<file path="src/rtl/iou_pkg.sv">
// Shared constants for the IOU display/edit block: register map, status bit
// positions and the hex-to-7-segment glyph table.
package iou_pkg;

  // Register addresses
  localparam logic [7:0] ADDR_LED    = 8'h00;
  localparam logic [7:0] ADDR_RAW    = 8'h04;
  localparam logic [7:0] ADDR_STATUS = 8'h08;
  localparam logic [7:0] ADDR_SEG    = 8'h0C;
  localparam logic [7:0] ADDR_VLD    = 8'h10;
  localparam logic [7:0] ADDR_SWX    = 8'h14;
  localparam logic [7:0] ADDR_CNT    = 8'h18;

  // Status register bit positions
  localparam int unsigned STAT_RDY   = 0;
  localparam int unsigned STAT_EMPTY = 1;
  localparam int unsigned STAT_OVF   = 2;
  localparam int unsigned STAT_CNT   = 8;

  // Active-low glyphs, bit 0 = segment a ... bit 6 = segment g
  function automatic logic [6:0] hex2seg(input logic [3:0] h);
    logic [6:0] g;
    case (h)
      4'h0:    g = 7'h40;
      4'h1:    g = 7'h79;
      4'h2:    g = 7'h24;
      4'h3:    g = 7'h30;
      4'h4:    g = 7'h19;
      4'h5:    g = 7'h12;
      4'h6:    g = 7'h02;
      4'h7:    g = 7'h78;
      4'h8:    g = 7'h00;
      4'h9:    g = 7'h10;
      4'hA:    g = 7'h08;
      4'hB:    g = 7'h03;
      4'hC:    g = 7'h46;
      4'hD:    g = 7'h21;
      4'hE:    g = 7'h06;
      default: g = 7'h0E;
    endcase
    return g;
  endfunction

endpackage

</file>
<file path="src/rtl/seg_fifo.sv">
// Circular display-data queue with occupancy count and head output.
// Push while full and pop while empty are ignored.
module seg_fifo #(
  parameter int unsigned WIDTH = 32,
  parameter int unsigned DEPTH = 4
) (
  input  logic                     clk,
  input  logic                     rstn,
  input  logic                     push,
  input  logic [WIDTH-1:0]         wdata,
  input  logic                     pop,
  output logic                     full,
  output logic                     empty,
  output logic [$clog2(DEPTH):0]   count,
  output logic [WIDTH-1:0]         head
);

  localparam int unsigned AW = $clog2(DEPTH);

  logic [AW-1:0]    wr_ptr_q;
  logic [AW-1:0]    rd_ptr_q;
  logic [AW:0]      cnt_q;
  logic [WIDTH-1:0] mem [DEPTH];
  logic             do_push;
  logic             do_pop;

  assign full    = (cnt_q == (AW+1)'(DEPTH));
  assign empty   = (cnt_q == '0);
  assign count   = cnt_q;
  assign head    = mem[rd_ptr_q];
  assign do_push = push && !full;
  assign do_pop  = pop && !empty;

  // Pointer and occupancy update; pointers wrap naturally since DEPTH is a power of two
  always_ff @(posedge clk) begin
    if (!rstn) begin
      wr_ptr_q <= '0;
      rd_ptr_q <= '0;
      cnt_q    <= '0;
    end else begin
      if (do_push) wr_ptr_q <= wr_ptr_q + 1'b1;
      if (do_pop)  rd_ptr_q <= rd_ptr_q + 1'b1;
      case ({do_push, do_pop})
        2'b10:   cnt_q <= cnt_q + 1'b1;
        2'b01:   cnt_q <= cnt_q - 1'b1;
        default: cnt_q <= cnt_q;
      endcase
    end
  end

  // Storage write; contents need no reset since occupancy gates visibility
  always_ff @(posedge clk) begin
    if (do_push) mem[wr_ptr_q] <= wdata;
  end

endmodule

</file>
<file path="src/rtl/iou_fifo.sv">
// Switch/button I/O unit: hex edit buffer driven by switch and delete presses,
// confirm-to-register handoff, display queue, free-running counter and a
// multiplexed 7-segment scanner, all behind a small register interface.
module iou_fifo
  import iou_pkg::*;
#(
  parameter int unsigned SW_W       = 16,
  parameter int unsigned DIGITS     = 8,
  parameter int unsigned FIFO_DEPTH = 4,
  parameter int unsigned SCAN_DIV   = 100
) (
  input  logic              clk,
  input  logic              rstn,
  input  logic              data,
  input  logic              del,
  input  logic [SW_W-1:0]   x,
  output logic [6:0]        seg,
  output logic [DIGITS-1:0] an,
  output logic [SW_W-1:0]   led,
  input  logic [7:0]        io_addr,
  input  logic [31:0]       io_dout,
  input  logic              io_we,
  input  logic              io_rd,
  output logic [31:0]       io_din
);

  localparam int unsigned BW = 4 * DIGITS;
  localparam int unsigned CW = $clog2(FIFO_DEPTH) + 1;
  localparam int unsigned DW = (SCAN_DIV > 1) ? $clog2(SCAN_DIV) : 1;
  localparam int unsigned IW = (DIGITS > 1) ? $clog2(DIGITS) : 1;

  logic [SW_W-1:0] x_q;
  logic            del_q;
  logic            data_q;
  logic [SW_W-1:0] sw_press;
  logic            any_sw;
  logic [3:0]      sw_digit;
  logic            del_press;
  logic            data_press;

  logic [BW-1:0]   edit_q;
  logic [BW-1:0]   edit_d;
  logic [BW+3:0]   edit_shl;
  logic [31:0]     edit_ext;
  logic [31:0]     swx_data_q;
  logic            swx_vld_q;
  logic            ovf_q;
  logic [31:0]     counter_q;
  logic [SW_W-1:0] led_q;
  logic [DW-1:0]   div_q;
  logic [IW-1:0]   idx_q;

  logic            wr_led, wr_stat, wr_seg, wr_cnt, rd_swx;
  logic            push, pop, confirm;
  logic            full, empty;
  logic [CW-1:0]   count;
  logic [31:0]     head;
  logic [31:0]     disp;
  logic [3:0]      nib;

  // Press detection: rising edge against last cycle's level
  always_comb begin
    sw_press   = x & ~x_q;
    any_sw     = |sw_press;
    del_press  = del & ~del_q;
    data_press = data & ~data_q;
    sw_digit   = 4'h0;
    for (int i = SW_W - 1; i >= 0; i--) begin
      if (sw_press[i]) sw_digit = 4'(i);
    end
  end

  assign wr_led  = io_we && (io_addr == ADDR_LED);
  assign wr_stat = io_we && (io_addr == ADDR_STATUS);
  assign wr_seg  = io_we && (io_addr == ADDR_SEG);
  assign wr_cnt  = io_we && (io_addr == ADDR_CNT);
  assign rd_swx  = io_rd && (io_addr == ADDR_SWX);

  assign push    = wr_seg && !full;
  assign pop     = !empty && (any_sw || del_press);
  // A switch press in the same cycle swallows the confirm
  assign confirm = data_press && !swx_vld_q && !any_sw;

  seg_fifo #(
    .WIDTH (32),
    .DEPTH (FIFO_DEPTH)
  ) u_seg_fifo (
    .clk   (clk),
    .rstn  (rstn),
    .push  (push),
    .wdata (io_dout),
    .pop   (pop),
    .full  (full),
    .empty (empty),
    .count (count),
    .head  (head)
  );

  // Edit buffer next state: edits only apply while the queue is empty
  always_comb begin
    edit_shl = {edit_q, sw_digit};
    edit_d   = edit_q;
    if (empty && any_sw) begin
      edit_d = edit_shl[BW-1:0];
    end else if (confirm) begin
      edit_d = '0;
    end else if (empty && del_press) begin
      edit_d = edit_q >> 4;
    end
  end

  // Zero-extended copy of the edit buffer for handoff and display
  always_comb begin
    edit_ext         = '0;
    edit_ext[BW-1:0] = edit_q;
  end

  // Core state: edge registers, edit/handoff, overflow, LED and counter
  always_ff @(posedge clk) begin
    if (!rstn) begin
      x_q        <= '0;
      del_q      <= 1'b0;
      data_q     <= 1'b0;
      edit_q     <= '0;
      swx_data_q <= '0;
      swx_vld_q  <= 1'b0;
      ovf_q      <= 1'b0;
      counter_q  <= '0;
      led_q      <= '1;
    end else begin
      x_q    <= x;
      del_q  <= del;
      data_q <= data;
      edit_q <= edit_d;
      if (confirm) swx_data_q <= edit_ext;
      // Set and clear both judged against the current flag, so they never collide
      swx_vld_q <= swx_vld_q ? !rd_swx : confirm;
      if (wr_seg && full) ovf_q <= 1'b1;
      else if (wr_stat)   ovf_q <= 1'b0;
      counter_q <= wr_cnt ? io_dout : counter_q + 32'd1;
      if (wr_led) led_q <= io_dout[SW_W-1:0];
    end
  end

  // Digit scan: divider terminal count advances the digit index
  always_ff @(posedge clk) begin
    if (!rstn) begin
      div_q <= '0;
      idx_q <= '0;
    end else if (div_q == DW'(SCAN_DIV - 1)) begin
      div_q <= '0;
      idx_q <= (idx_q == IW'(DIGITS - 1)) ? '0 : idx_q + 1'b1;
    end else begin
      div_q <= div_q + 1'b1;
    end
  end

  // Display source selection, digit select and glyph lookup
  always_comb begin
    disp = empty ? edit_ext : head;
    nib  = 4'h0;
    an   = '1;
    for (int k = 0; k < DIGITS; k++) begin
      if (idx_q == IW'(k)) begin
        nib   = disp[4*k +: 4];
        an[k] = 1'b0;
      end
    end
    seg = hex2seg(nib);
  end

  assign led = led_q;

  // Register read mux
  always_comb begin
    io_din = '0;
    case (io_addr)
      ADDR_LED:    io_din[SW_W-1:0] = led_q;
      ADDR_RAW:    io_din[SW_W+1:0] = {data, del, x};
      ADDR_STATUS: begin
        io_din[STAT_RDY]       = !full;
        io_din[STAT_EMPTY]     = empty;
        io_din[STAT_OVF]       = ovf_q;
        io_din[STAT_CNT +: CW] = count;
      end
      ADDR_VLD:    io_din[0] = swx_vld_q;
      ADDR_SWX:    io_din = swx_data_q;
      ADDR_CNT:    io_din = counter_q;
      default:     io_din = '0;
    endcase
  end

endmodule

</file>
<file path="config.mk">
export PLATFORM = sky130hd
export DESIGN_NAME = iou_fifo
export DESIGN_NICKNAME = d
export VERILOG_FILES = /design/src/rtl/iou_pkg.sv /design/src/rtl/seg_fifo.sv /design/src/rtl/iou_fifo.sv
export SDC_FILE = /design/constraint.sdc
export NUM_CORES = 1
export LEC_CHECK = 0
export BUFFER_PORTS_ARGS = -buffer_cell sky130_fd_sc_hd__buf_2
export CAP_MARGIN = 10
export CORE_MARGIN = 2
export CORE_UTILIZATION = 59
export DETAILED_ROUTE_END_ITERATION = 16
export PLACE_DENSITY_LB_ADDON = 0.2
export SLEW_MARGIN = 10
export SYNTH_ARGS = -nofsm -noshare
export SYNTH_HDL_FRONTEND = slang
export SYNTH_HIERARCHICAL = 1
export SYNTH_SLANG_ARGS = --single-unit
</file>
<file path="constraint.sdc">
create_clock -name clk -period 3.9 [get_ports clk]
set_clock_uncertainty 0.15 [all_clocks]
set_input_delay 0.585 -clock clk [delete_from_list [all_inputs] [get_ports clk]]
set_output_delay 0.585 -clock clk [all_outputs]
set_load 0.01 [all_outputs]
</file>
==> summary.txt <==
Synthesis
  – Mapped Avg Cell Area: between 10 and 15 um2
  – Yosys warnings: 6
  – Post-synthesis sequential area ratio: 0.531
  – Distinct cell type count after synthesis: 73
  – Mapped Nets: 1225
  – Adder-cell share of the synthesized area: 0.0189
  – Area contributors post-synth: edfxtp_1 (30%), dfxtp_1 (23%), mux4_2 (5.6%)
  – Cell Area, Synth: 12900 um2
  – Synth Area in Compound Gates: 0.137
  – Cell taking the most area after synthesis: edfxtp_1
  – Number of synthesized flops with an enable pin: 128
  – Predominant post-synthesis flop cell: dfxtp_1
  – Register bit total from synthesis: 279
  – Synth Area in Simple Gates: 0.162
  – Fraction of registers with async set/reset: 0
  – Post-synth top area share: 0.297
  – Gate Count Post-Synth: 1144
  – XOR/XNOR share of the synthesized area: 0.0217
  – Mux cell area share after synthesis: 0.0909
  – Main combinational cell family by area after synthesis: simple AND/OR/NAND/NOR gates

GRT
  – Vias in the first global route: 9259
  – First-pass GRT wire length: between 50000 and 60000 um
  – Initial antenna violation count: 2
  – Pin count of the biggest net entering global routing: a little over 80
  – Grt total ovfl: 0
  – GR Util All Layers: 0.298

Floorplan
  – Die Wd: 152 um
  – Initial core utilization: 0.597
  – I/O Pins: 125
  – Row Count: 54
  – Die Y: around 150 um
  – Core footprint: 21700 um2
  – Die area: 23100 um2

Timing
  – Relative slew margins: 0.286
  – Hold slack: approximately 120 ps
  – Fin crit period: 4060 ps
  – Final worst slack: -159 ps
  – Setup TNS: -605 ps
  – Max-slew violations: 0
  – Worst slew pin tran: 1070 ps
  – Final setup vio count: 6
  – Fin crit share: 1.04
  – RSZ-0062 raised after global routing: true
  – FMAX: roughly 250 MHz
  – Final Hold Viols: 0

Outcome
  – Status: finished, violations left
  – Failing checks: negative setup slack

Cells and area
  – Final nets: 1353
  – Layout Utilization: 0.704
  – Fraction of layout cells with a size suffix above 1: 0.251
  – FILL cells: 1529
  – Layout area overhead: 18.0%
  – Final std cells w/o fill: 1576

CTS
  – Clk root buf: clkbuf_16
  – Max Buffers Root-to-Sink: 3
  – Hold_buf cts: 0
  – Sinks on Clock Net: 279
  – Clock transition at path regs: 60 ps
  – Worst-Skew Late Latency: 550 ps
  – H-tree Lvls: 1
  – CTS Buf Count: 29
  – CTS tree: built

Power
  – LEAKAGE: 6.04 nW
  – Final total power: 0.00647 W
  – Max VDD drop: 0.490 mV
  – Power Dens Cells: 424 nW/um2

Routing
  – Post-route ant nets: 0
  – Vias/cell: between 6 and 7
  – 1st-pass router iterations: 5
  – Drt wl/cell: ~23 um
  – Initial DRC Count: between 1000 and 1500
  – DRC viols: 0
  – Routed Wire Length: 35700 um
  – DR vias: 9934

Worst setup path
  – Slowest CP cell: mux4_2
  – CP Max Fanout: 8
  – Crit path buffers/inverters: 5
  – CP cell instances: buf_12 -> buf_4 -> buf_12 -> mux4_2 -> mux2i_1 -> o21ai_1 -> a211oi_2 -> o21ai_2 -> buf_6 -> nor2b_1 -> a22oi_1 -> o31ai_1 -> buf_2
  – Largest stage delay, worst path: approximately 550 ps
  – Crit path arrival time: between 3000 and 4000 ps
  – CP startpoint kind: flop
  – Delay-heaviest family, CP: multiplexers
  – CP endpoint kind: output port
  – CP Class: flop to output port
  – Critical Path RT: 3160 ps
  – Most Frequent Cell on Critical Path: buf_12

Placed design
  – Placed Cells: 1498
  – RePlAce Congestion: 0.943
  – Hpwl dp: 23200 um
  – Port buffer count: 124

Flow run
  – Max_cap viols: 0

Min path
  – Worst hold path type: primary input to flop
routing by layer:
layer	wire length (um)	global-route usage	vias to the layer above	part of all wire
li1	-	-	4485	-
met3	3390	0.0573	75	0.095
met1	14600	0.422	4901	0.41
met5	8	0	-	0.00022
met4	914	0.0814	2	0.026
met2	16800	0.475	471	0.47
Yosys cell counts (6+ instances only):
library cell,n
inv_1,23
a21boi_0,36
o211a_1,24
ha_1,18
xnor2_1,24
dfxtp_1,151
a22o_1,14
nand2_1,173
nor2_1,52
edfxtp_1,128
mux2i_1,41
a21oi_1,20
nor2b_1,19
nand4_1,6
nor4_1,6
a211oi_1,7
nor3_1,12
a22oi_1,32
nand2b_1,15
and2_1,29
and3_1,9
nor3b_1,17
buf_2,17
o21ai_0,35
nor3b_2,6
a221oi_2,10
a221oi_1,8
or3_1,12
xor2_1,8
mux4_2,32
a222oi_1,8
nand3_1,43
clkbuf_1,41
cells in the final DEF (no fill, tap or decap), drive strengths merged, types with 13 or more instances in the layout:
cell type | synthesis | final
nand2 | 174 | 174
buf | 31 | 168
dfxtp | 151 | 151
edfxtp | 128 | 128
nor2 | 54 | 54
nand3 | 43 | 43
mux2i | 41 | 41
a21boi | 39 | 39
clkbuf | 41 | 36
o21ai | 35 | 35
mux4 | 32 | 32
a22oi | 32 | 32
and2 | 30 | 30
inv | 24 | 27
xnor2 | 24 | 24
o211a | 24 | 24
nor3b | 23 | 23
nor2b | 21 | 21
a21oi | 20 | 20
ha | 18 | 18
a221oi | 18 | 18
nand2b | 16 | 16
a22o | 14 | 14
nor3 | 13 | 13
repair_timing:
item | in CTS | in global routing
buffers inserted | 13 | 8
resized for setup | 28 | 28
pin swaps | 7 | 17
endpoints found under the setup margin | 7 | 7
cloned | 2 | 1
area by class of cell:
class,count,area [um2],area share
inverters,24,92.6,0.00606
well taps,280,350,0.0229
repair buffers,169,1090,0.0716
clock buffers,35,788,0.0516
multi-input cells,769,5770,0.378
flip-flops and latches,279,6870,0.450
clock inverters,19,300,0.0197
diodes,1,2.50,0.000164
worst paths after layout:
path / startpoint / cells past startpoint / end / slack [ps]
worst max-delay path: flop / 13 / seg[0] / -160
worst max register to register: u_seg_fifo/count[0] / 11 / u_seg_fifo/count[2] / 900
worst min-delay path: del / 2 / del_q / 120
worst min register to register: div_q[0] / 1 / div_q[0] / 300
stage by stage:
| stage | instance area (um2) | worst slack [ps] |
|---|---|---|
| finish | 15300 | -159 |
| global placement | 13700 | 297 |
| global route | 15300 | -287 |
| CTS | 15100 | -63.9 |
| detailed placement | 13700 | 170 |
| floorplan | 12900 | 382 |
registers in the layout, indices dropped and copies added (netlist names), named ones only:
name	flops
edit_ext	32
x_q	16
ovf_q	1
u_seg_fifo/mem	128
data_q	1
u_seg_fifo/count	3
counter_q	32
u_seg_fifo/rd_ptr_q	2
led	16
div_q	7
u_seg_fifo/wr_ptr_q	2
swx_data_q	32
idx_q	3
del_q	1
swx_vld_q	1
power by group:
part           internal, W  leakage [nW]  switching (W)
Sequential         0.00308          2.38      0.0000253
Clock              0.00192         0.530        0.00119
Combinational     0.000111          3.14       0.000155
Total              0.00510          6.04        0.00137
kinds of logic (layout without fill, tap and decap cells):
logic type | count (synthesis) | after routing
buf+inv | 96 | 247
simple gates | 418 | 418
fa+ha+maj | 19 | 19
other cells | 0 | 1
compound gates | 223 | 223
xor+xnor | 32 | 32
mux | 77 | 77
flops | 279 | 279
No activity file was read; power rests on OpenSTA's default activity.
